===== config.mk =====
export PLATFORM = sky130hd
export DESIGN_NAME = alu_input_seq
export DESIGN_NICKNAME = d
export VERILOG_FILES = /design/src/rtl/alu_io_pkg.sv /design/src/rtl/btn_debounce.sv /design/src/rtl/alu_input_seq.sv
export SDC_FILE = /design/constraint.sdc
export NUM_CORES = 1
export LEC_CHECK = 0
export BUFFER_PORTS_ARGS = -buffer_cell sky130_fd_sc_hd__buf_2
export CAP_MARGIN = 40
export CORE_MARGIN = 1
export CORE_UTILIZATION = 35
export DETAILED_ROUTE_END_ITERATION = 12
export GPL_TIMING_DRIVEN = 0
export PLACE_DENSITY_LB_ADDON = 0.15
export SLEW_MARGIN = 40
export SYNTH_ARGS = -nofsm -noshare
export SYNTH_HDL_FRONTEND = slang
export SYNTH_SLANG_ARGS = --single-unit

===== constraint.sdc =====
create_clock -name clk -period 2.4 [get_ports clk]
set_clock_uncertainty 0.2 [all_clocks]
set_input_delay 0.12 -clock clk [delete_from_list [all_inputs] [get_ports clk]]
set_output_delay 0.12 -clock clk [all_outputs]
set_load 0.05 [all_outputs]

===== src/rtl/alu_io_pkg.sv =====
// Shared widths and sequencer state encoding for the ALU operand-entry path.
// The ALU and display blocks use the same width constants.
package alu_io_pkg;

  localparam int DATA_W = 4;
  localparam int OP_W   = 3;
  localparam int FLAG_W = 3;

  typedef enum logic [1:0] {
    S_X   = 2'b00,
    S_Y   = 2'b01,
    S_OP  = 2'b10,
    S_RES = 2'b11
  } state_t;

endpackage


===== src/rtl/btn_debounce.sv =====
// Push-button conditioner: 2-flop synchronizer, stability counter and accepted
// level, plus a registered pulse in the first cycle the level reads 1.
module btn_debounce #(
  parameter int DEBOUNCE_CYCLES = 20000
) (
  input  logic clk,
  input  logic rst,
  input  logic btn_raw,
  output logic level,
  output logic rise_pulse
);

  localparam int CNT_W = $clog2(DEBOUNCE_CYCLES);
  localparam logic [CNT_W-1:0] CNT_TC = CNT_W'(DEBOUNCE_CYCLES - 1);

  logic             sync_q1;
  logic             sync_q2;
  logic [CNT_W-1:0] cnt;

  // The counter clears at the terminal count, so it never wraps.
  always_ff @(posedge clk or posedge rst) begin
    if (rst) begin
      sync_q1    <= 1'b0;
      sync_q2    <= 1'b0;
      cnt        <= '0;
      level      <= 1'b0;
      rise_pulse <= 1'b0;
    end else begin
      sync_q1    <= btn_raw;
      sync_q2    <= sync_q1;
      rise_pulse <= 1'b0;
      if (sync_q2 == level) begin
        cnt <= '0;
      end else if (cnt == CNT_TC) begin
        level      <= sync_q2;
        cnt        <= '0;
        rise_pulse <= sync_q2;
      end else begin
        cnt <= cnt + 1'b1;
      end
    end
  end

endmodule


===== src/rtl/alu_input_seq.sv =====
// Operand entry sequencer: steps through x, y and op entry on debounced button
// presses, drives the ALU inputs and captures its result one cycle later.
//
// state | meaning
// S_X   | waiting for next press to latch operand x from sw
// S_Y   | waiting for next press to latch operand y from sw
// S_OP  | waiting for next press to latch select from op_sw
// S_RES | result captured/being captured; next press returns to S_X
module alu_input_seq
  import alu_io_pkg::*;
#(
  parameter int DEBOUNCE_CYCLES = 20000
) (
  input  logic              clk,
  input  logic              rst,
  input  logic [DATA_W-1:0] sw,
  input  logic [OP_W-1:0]   op_sw,
  input  logic              btn_next,
  input  logic              btn_clr,
  output logic [DATA_W-1:0] x,
  output logic [DATA_W-1:0] y,
  output logic [OP_W-1:0]   select,
  input  logic [DATA_W-1:0] alu_out,
  input  logic [FLAG_W-1:0] alu_flags,
  output logic [DATA_W-1:0] result,
  output logic [FLAG_W-1:0] result_flags,
  output logic [1:0]        stage,
  output logic              done
);

  logic next_level, next_rise;
  logic clr_level, clr_rise;
  logic next_go, clr_go;

  btn_debounce #(.DEBOUNCE_CYCLES(DEBOUNCE_CYCLES)) u_next_db (
    .clk       (clk),
    .rst       (rst),
    .btn_raw   (btn_next),
    .level     (next_level),
    .rise_pulse(next_rise)
  );

  btn_debounce #(.DEBOUNCE_CYCLES(DEBOUNCE_CYCLES)) u_clr_db (
    .clk       (clk),
    .rst       (rst),
    .btn_raw   (btn_clr),
    .level     (clr_level),
    .rise_pulse(clr_rise)
  );

  // The pulse always coincides with the level first reading 1; gating keeps a
  // stray pulse on a released button from advancing the sequence.
  assign next_go = next_rise & next_level;
  assign clr_go  = clr_rise & clr_level;

  state_t            state, state_nxt;
  logic [DATA_W-1:0] x_nxt, y_nxt;
  logic [OP_W-1:0]   sel_nxt;
  logic              cap_pending, cap_pending_nxt;
  logic              cap_en;

  always_ff @(posedge clk or posedge rst) begin
    if (rst) begin
      state       <= S_X;
      x           <= '0;
      y           <= '0;
      select      <= '0;
      cap_pending <= 1'b0;
    end else begin
      state       <= state_nxt;
      x           <= x_nxt;
      y           <= y_nxt;
      select      <= sel_nxt;
      cap_pending <= cap_pending_nxt;
    end
  end

  always_comb begin
    state_nxt       = state;
    x_nxt           = x;
    y_nxt           = y;
    sel_nxt         = select;
    cap_pending_nxt = 1'b0;
    cap_en          = 1'b0;
    if (clr_go) begin
      state_nxt = S_X;
      x_nxt     = '0;
      y_nxt     = '0;
      sel_nxt   = '0;
    end else begin
      cap_en = cap_pending;
      if (next_go) begin
        unique case (state)
          S_X: begin
            x_nxt     = sw;
            state_nxt = S_Y;
          end
          S_Y: begin
            y_nxt     = sw;
            state_nxt = S_OP;
          end
          S_OP: begin
            sel_nxt         = op_sw;
            state_nxt       = S_RES;
            cap_pending_nxt = 1'b1;
          end
          S_RES: state_nxt = S_X;
          default: state_nxt = S_X;
        endcase
      end
    end
  end

  always_ff @(posedge clk or posedge rst) begin
    if (rst) begin
      result       <= '0;
      result_flags <= '0;
      done         <= 1'b0;
    end else begin
      done <= cap_en;
      if (clr_go) begin
        result       <= '0;
        result_flags <= '0;
      end else if (cap_en) begin
        result       <= alu_out;
        result_flags <= alu_flags;
      end
    end
  end

  assign stage = state;

endmodule

======== Word-level counts from Yosys, hierarchy flattened ========
Index checks and enable logic that the tools add are counted.
word-level totals
  register bits ........................... 60
  word-level logic and storage cells ...... 70
operators by class
  add/subtract/negate cells ............... 2
  equal/unequal tests ..................... 7
  multiplexer cells ....................... 28
  bitwise gates (word level) .............. 4
  reduce and logical (&&, ||, !) cells .... 11
operators with widths
  kind                   count
  $mux 15                4
  $mux 4                 8
  $add 15x1->15 const B  2
  $eq 15x15->1 const B   2
  $mux 3                 5
  $reduce_and 2->1       5
  $reduce_bool 2->1      5
  $mux 1                 8
  $pmux 2 s4             1
  $eq 2x2->1 const B     2
  $mux 2                 2
  $and 1x1->1            2
  $eq 1x1->1             2
  $eq 2x1->1 const B     1
  $logic_not 2->1        1
  $not 1->1              2

======== Logic depth before layout (Yosys ltp) ========
  depth in word-level cells ............... 4
  mapped depth ............................ 7

======== Hierarchy ========
From an unflattened synthesis, not the netlist that was laid out.
unflattened totals
  cells, all modules ...................... 252
  area total of the unflattened synthesis .. 3,031.7 µm²
modules (own cells, without submodules)
  module         instances  cells an instance  area an instance (µm²)  seq. area each (µm²)
  btn_debounce   2          81                 952.2                   475.5
  alu_input_seq  1          90                 1,127.3                 550.5

======== Worst setup path after synthesis ========
OpenSTA, ideal clock, no wires.
  path type ............................... register -> register
  from .................................... register u_clr_db.cnt[0]
  to ...................................... register u_clr_db.level
  data arrival time ....................... 1,364 ps
  setup slack ............................. 708 ps
  cell stages (with the launch flop) ...... 6
  path through ............................ dfrtp_1 > ha_1 > and4_1 > buf_4 > nand4_2 > mux2_1
on the way
  word-level cells in the longest chain between the ends .. 2
RTL lines
  item                        RTL line            RTL
  start, declared             btn_debounce.sv:18  logic [CNT_W-1:0] cnt;
  start signal, assigned      btn_debounce.sv:39  cnt <= cnt + 1'b1;
  $eq 15x15->1                btn_debounce.sv:34  end else if (cnt == CNT_TC) begin
  $reduce_and 2->1 (no line)  n/a
  end signal, assigned        btn_debounce.sv:35  level <= sync_q2;
  end, declared               btn_debounce.sv:9   output logic level,
No other way between the ends.
A chain may end at the register's enable or synchronous reset.

======== Final worst setup path ========
  from .................................... register u_clr_db.cnt[0]
  to ...................................... register u_clr_db.cnt[7]
on the way
  word-level cells in the longest chain between the ends .. 3
  elaborated cells on any way between the ends .. 4
RTL lines
  item                                           RTL line                                RTL
  $add 15x1->15 or $eq 15x15->1 (tied branches)  btn_debounce.sv:39, btn_debounce.sv:34
  $mux 15 (*)                                    btn_debounce.sv:34
  $mux 15 (*)                                    btn_debounce.sv:32                      if (sync_q2 == level) begin
Mark *: on every way between the ends. The rest lies on a longest branch, timed or not.

==> key figures <==
Outcome
  – Status: complete, no violations

Cells and area
  – Commonest non-fill, non-tap cell in the layout: dfrtp_1
  – Fin nets: 342
  – Register area: 1501 sq um
  – Multi-input logic area: 1147 sq um
  – Fillcell total: 715
  – Commonest non-fill, non-tap cells in the layout: dfrtp_1 (60), buf_2 (41), nor2_1 (39)
  – Layout cells sized above 1: 0.2346
  – Synth-to-Final Area Change: 26.52%
  – Inserted Diodes: 0

Clock network
  – CTS tree: yes
  – Post-CTS setup repair buffer count: 0
  – Clock transition at path regs: 0.07 ns
  – TritonCTS sink count: 60
  – CTS max path bufs: 2
  – Clock root buffer: clkbuf_8
  – Htree depth: 3
  – Clock latency at the later pin of the worst-skew pair: 0.34 ns
  – CTS Buf Count: 9

Drt
  – Vias: 2012
  – DRC: 0
  – WL/cell: 12.24 um
  – Final ANT Viol Nets: 0
  – Vias per cell: 4.757
  – DRT Wirelength: 5179 um
  – Pre-antenna DRT Iters: 4
  – DR iter-0 viols: 93

Global routing
  – Largest net degree at the start of global routing: 35
  – First-pass GRT wire length: 9142 um
  – Tot GR Track Use: 0.1426
  – Antenna violations before repair: 0
  – Vias in the first global route: 2013
  – Grt total ovfl: 0

STA
  – Max Slew Vio Count: 0
  – Tmin final: 1.815 ns
  – Worst setup margin: 0.5847 ns
  – Worst rel slew slack: 0.6531
  – Crit share post-route: 0.7564
  – Unrepaired setup endpoints after global routing: no
  – Maximum clock frequency: 550.9 MHz
  – Final hold slack: 0.1082 ns
  – Setup violators final: 0
  – Final hold vios: 0
  – Worst-Margin Slew: 0.5203 ns

Critical path
  – Reg2reg start: u_clr_db.cnt[0]$_DFF_PP0_
  – Critical setup path kind: reg -> reg
  – Crit end category: flip-flop
  – Crit path arrival time: 1.84 ns
  – Max incr delay on CP: 0.39 ns
  – Crit path from: u_clr_db.cnt[0]$_DFF_PP0_
  – Reg2Reg Setup Slack: 0.58 ns
  – CP required: 2.43 ns
  – Worst path slowest cell: dfrtp_1
  – Crit-path max FO: 10
  – Critical Path Most Common Cell: buf_4
  – Critical-path cell list: ha_1, and4_1, buf_4, nand4_2, nand2_2, buf_4, nor2_1
  – RR Endpoint: u_clr_db.cnt[7]$_DFF_PP0_
  – Reg2Reg Depth: 7
  – Startpoint Class: flip-flop

Yosys
  – Synth Net Count: 275
  – Netlist cell types: 33
  – Top_reg_cell synth: dfrtp_1
  – Synthesized instance count: 252
  – Synthesized cell area: 2731 sq um
  – Post-synth EDFFs: 0
  – Sequential fraction of the synthesis area: 0.5497
  – Synth Warn #: 0
  – Syn Area/Cell: 10.84 sq um
  – #FFs+latches synth: 60
  – Post-synth ARST share: 1.000

Floorplanning
  – Chip Width: 90.34 um
  – Die height: 90.34 um
  – Core box area: 7408 sq um
  – Die Area: 8161 sq um
  – Ports: 39
  – Rows: 31
  – Initial Util: 0.3687

Placement
  – Routability cong.: 0.7547
  – HPWL after DPL: 3509 um
  – # port buffers: 38
  – Setup WS pre-CTS: 0.5775 ns

Power
  – Clk pwr share: 0.472
  – Combinational cell fraction of total power: 0.041
  – Worst vdd ir: 0.0003387 V
  – Sw power: 445.1 uW
  – Internal: 1679 uW
  – Leak: 0.001553 uW
  – Pwr dens: 614.7 nW/um^2
  – Sw frac: 0.2095
  – Register share of total power: 0.487

Worst hold path
  – Hold crit path type: in -> async

Flow run
  – Max_cap viols: 0
[worst max-delay path, delay by kind of cell (launching register included)]
| family | cells | cell delay, ns |
|---|---|---|
| and+or+nand+nor | 4 | 0.56 |
| adders and majority gates | 1 | 0.22 |
| DFF | 1 | 0.39 |
| buffers and inverters | 2 | 0.33 |
[Yosys cell counts, drive strengths merged (3+ instances only)]
library cell,count,area share
a21oi,11,0.020
and2,4,0.0092
and4,5,0.016
buf,7,0.018
clkbuf,3,0.0041
dfrtp,60,0.55
ha,5,0.023
inv,6,0.0082
mux2i,8,0.029
nand2,21,0.030
nand3,21,0.043
nand4,11,0.030
nor2,41,0.058
nor3,3,0.0055
nor4,5,0.023
xnor2,13,0.042
xor2,15,0.048
[per-stage QoR]
stage	util	power, uW	setup TNS (ns)	std cells	cell area, sq um
2_1_floorplan	-	1089	0	252	2731
4_1_cts	0.4665	2159	0	423	3456
3_3_place_gp	0.4111	1117	-13.94	389	3045
3_5_place_dp	0.4141	1122	0	390	3068
6_report	0.4665	2124	0	423	3456
5_1_grt	0.4665	2208	0	423	3456
[worst max path at each step]
| stage | endpoint | slack (ns) | cells after the start |
|---|---|---|---|
| floorplan | cap_pending$_DFF_PP0_ | 0.60 | 1 |
| global placement | result_flags[1]$_DFFE_PP0P_ | -0.24 | 2 |
| detailed placement | u_next_db.cnt[9]$_DFF_PP0_ | 0.58 | 6 |
| CTS | u_next_db.cnt[11]$_DFF_PP0_ | 0.56 | 6 |
| global route | u_next_db.cnt[12]$_DFF_PP0_ | 0.43 | 6 |
| finish | u_clr_db.cnt[7]$_DFF_PP0_ | 0.58 | 7 |
[flip-flops by register name, indices dropped and copies added, names as in the netlist, 2 cells and up]
name           cells
result             4
result_flags       3
select             3
stage              2
u_clr_db.cnt      15
u_next_db.cnt     15
x                  4
y                  4
[area by class of cell]
class                   instances  area share
clock inverters                 4     0.02100
repair buffers                 56      0.1101
inverters                       6    0.007241
flip-flops and latches         60      0.4345
clock buffers                  12     0.04200
well taps                      99     0.03584
multi-input cells             176      0.3320
plain buffers                  10     0.01738
[layer usage]
metal / global-route usage / routed length (um) / share of wire / vias to the layer above
met4: 0.06048 / 93 / 0.018 / 0
met5: 0 / 0 / 0 / -
met1: 0.1745 / 2333 / 0.45 / 981
li1: - / - / - / 988
met3: 0.05051 / 217 / 0.042 / 9
met2: 0.2277 / 2535 / 0.49 / 34
[cells by family after synthesis]
logic type / Yosys count / share of synthesized area
buf+inv: 16 / 0.03023
flops: 60 / 0.5497
simple gates: 121 / 0.2469
fa+ha+maj: 5 / 0.02290
mux: 10 / 0.03756
xor+xnor: 28 / 0.08979
compound gates: 12 / 0.02290
[power by group through the flow]
stage	Clock (uW)	Sequential, uW	Combinational, uW
after floorplan	0	1050	38.4
after CTS	1030	1030	90.7
final	1000	1030	87.4
after detailed placement	0	1050	69.7
after global routing	1070	1040	101
after global placement	0	1050	64.8
[timing repair]
item | CTS | global route
hold endpoints to repair | 80 | 0
hold buffers | 17 | 0
gates resized for setup | 0 | 0
endpoints found under the setup margin | 0 | 0
No activity file was read; power rests on OpenSTA's default activity.
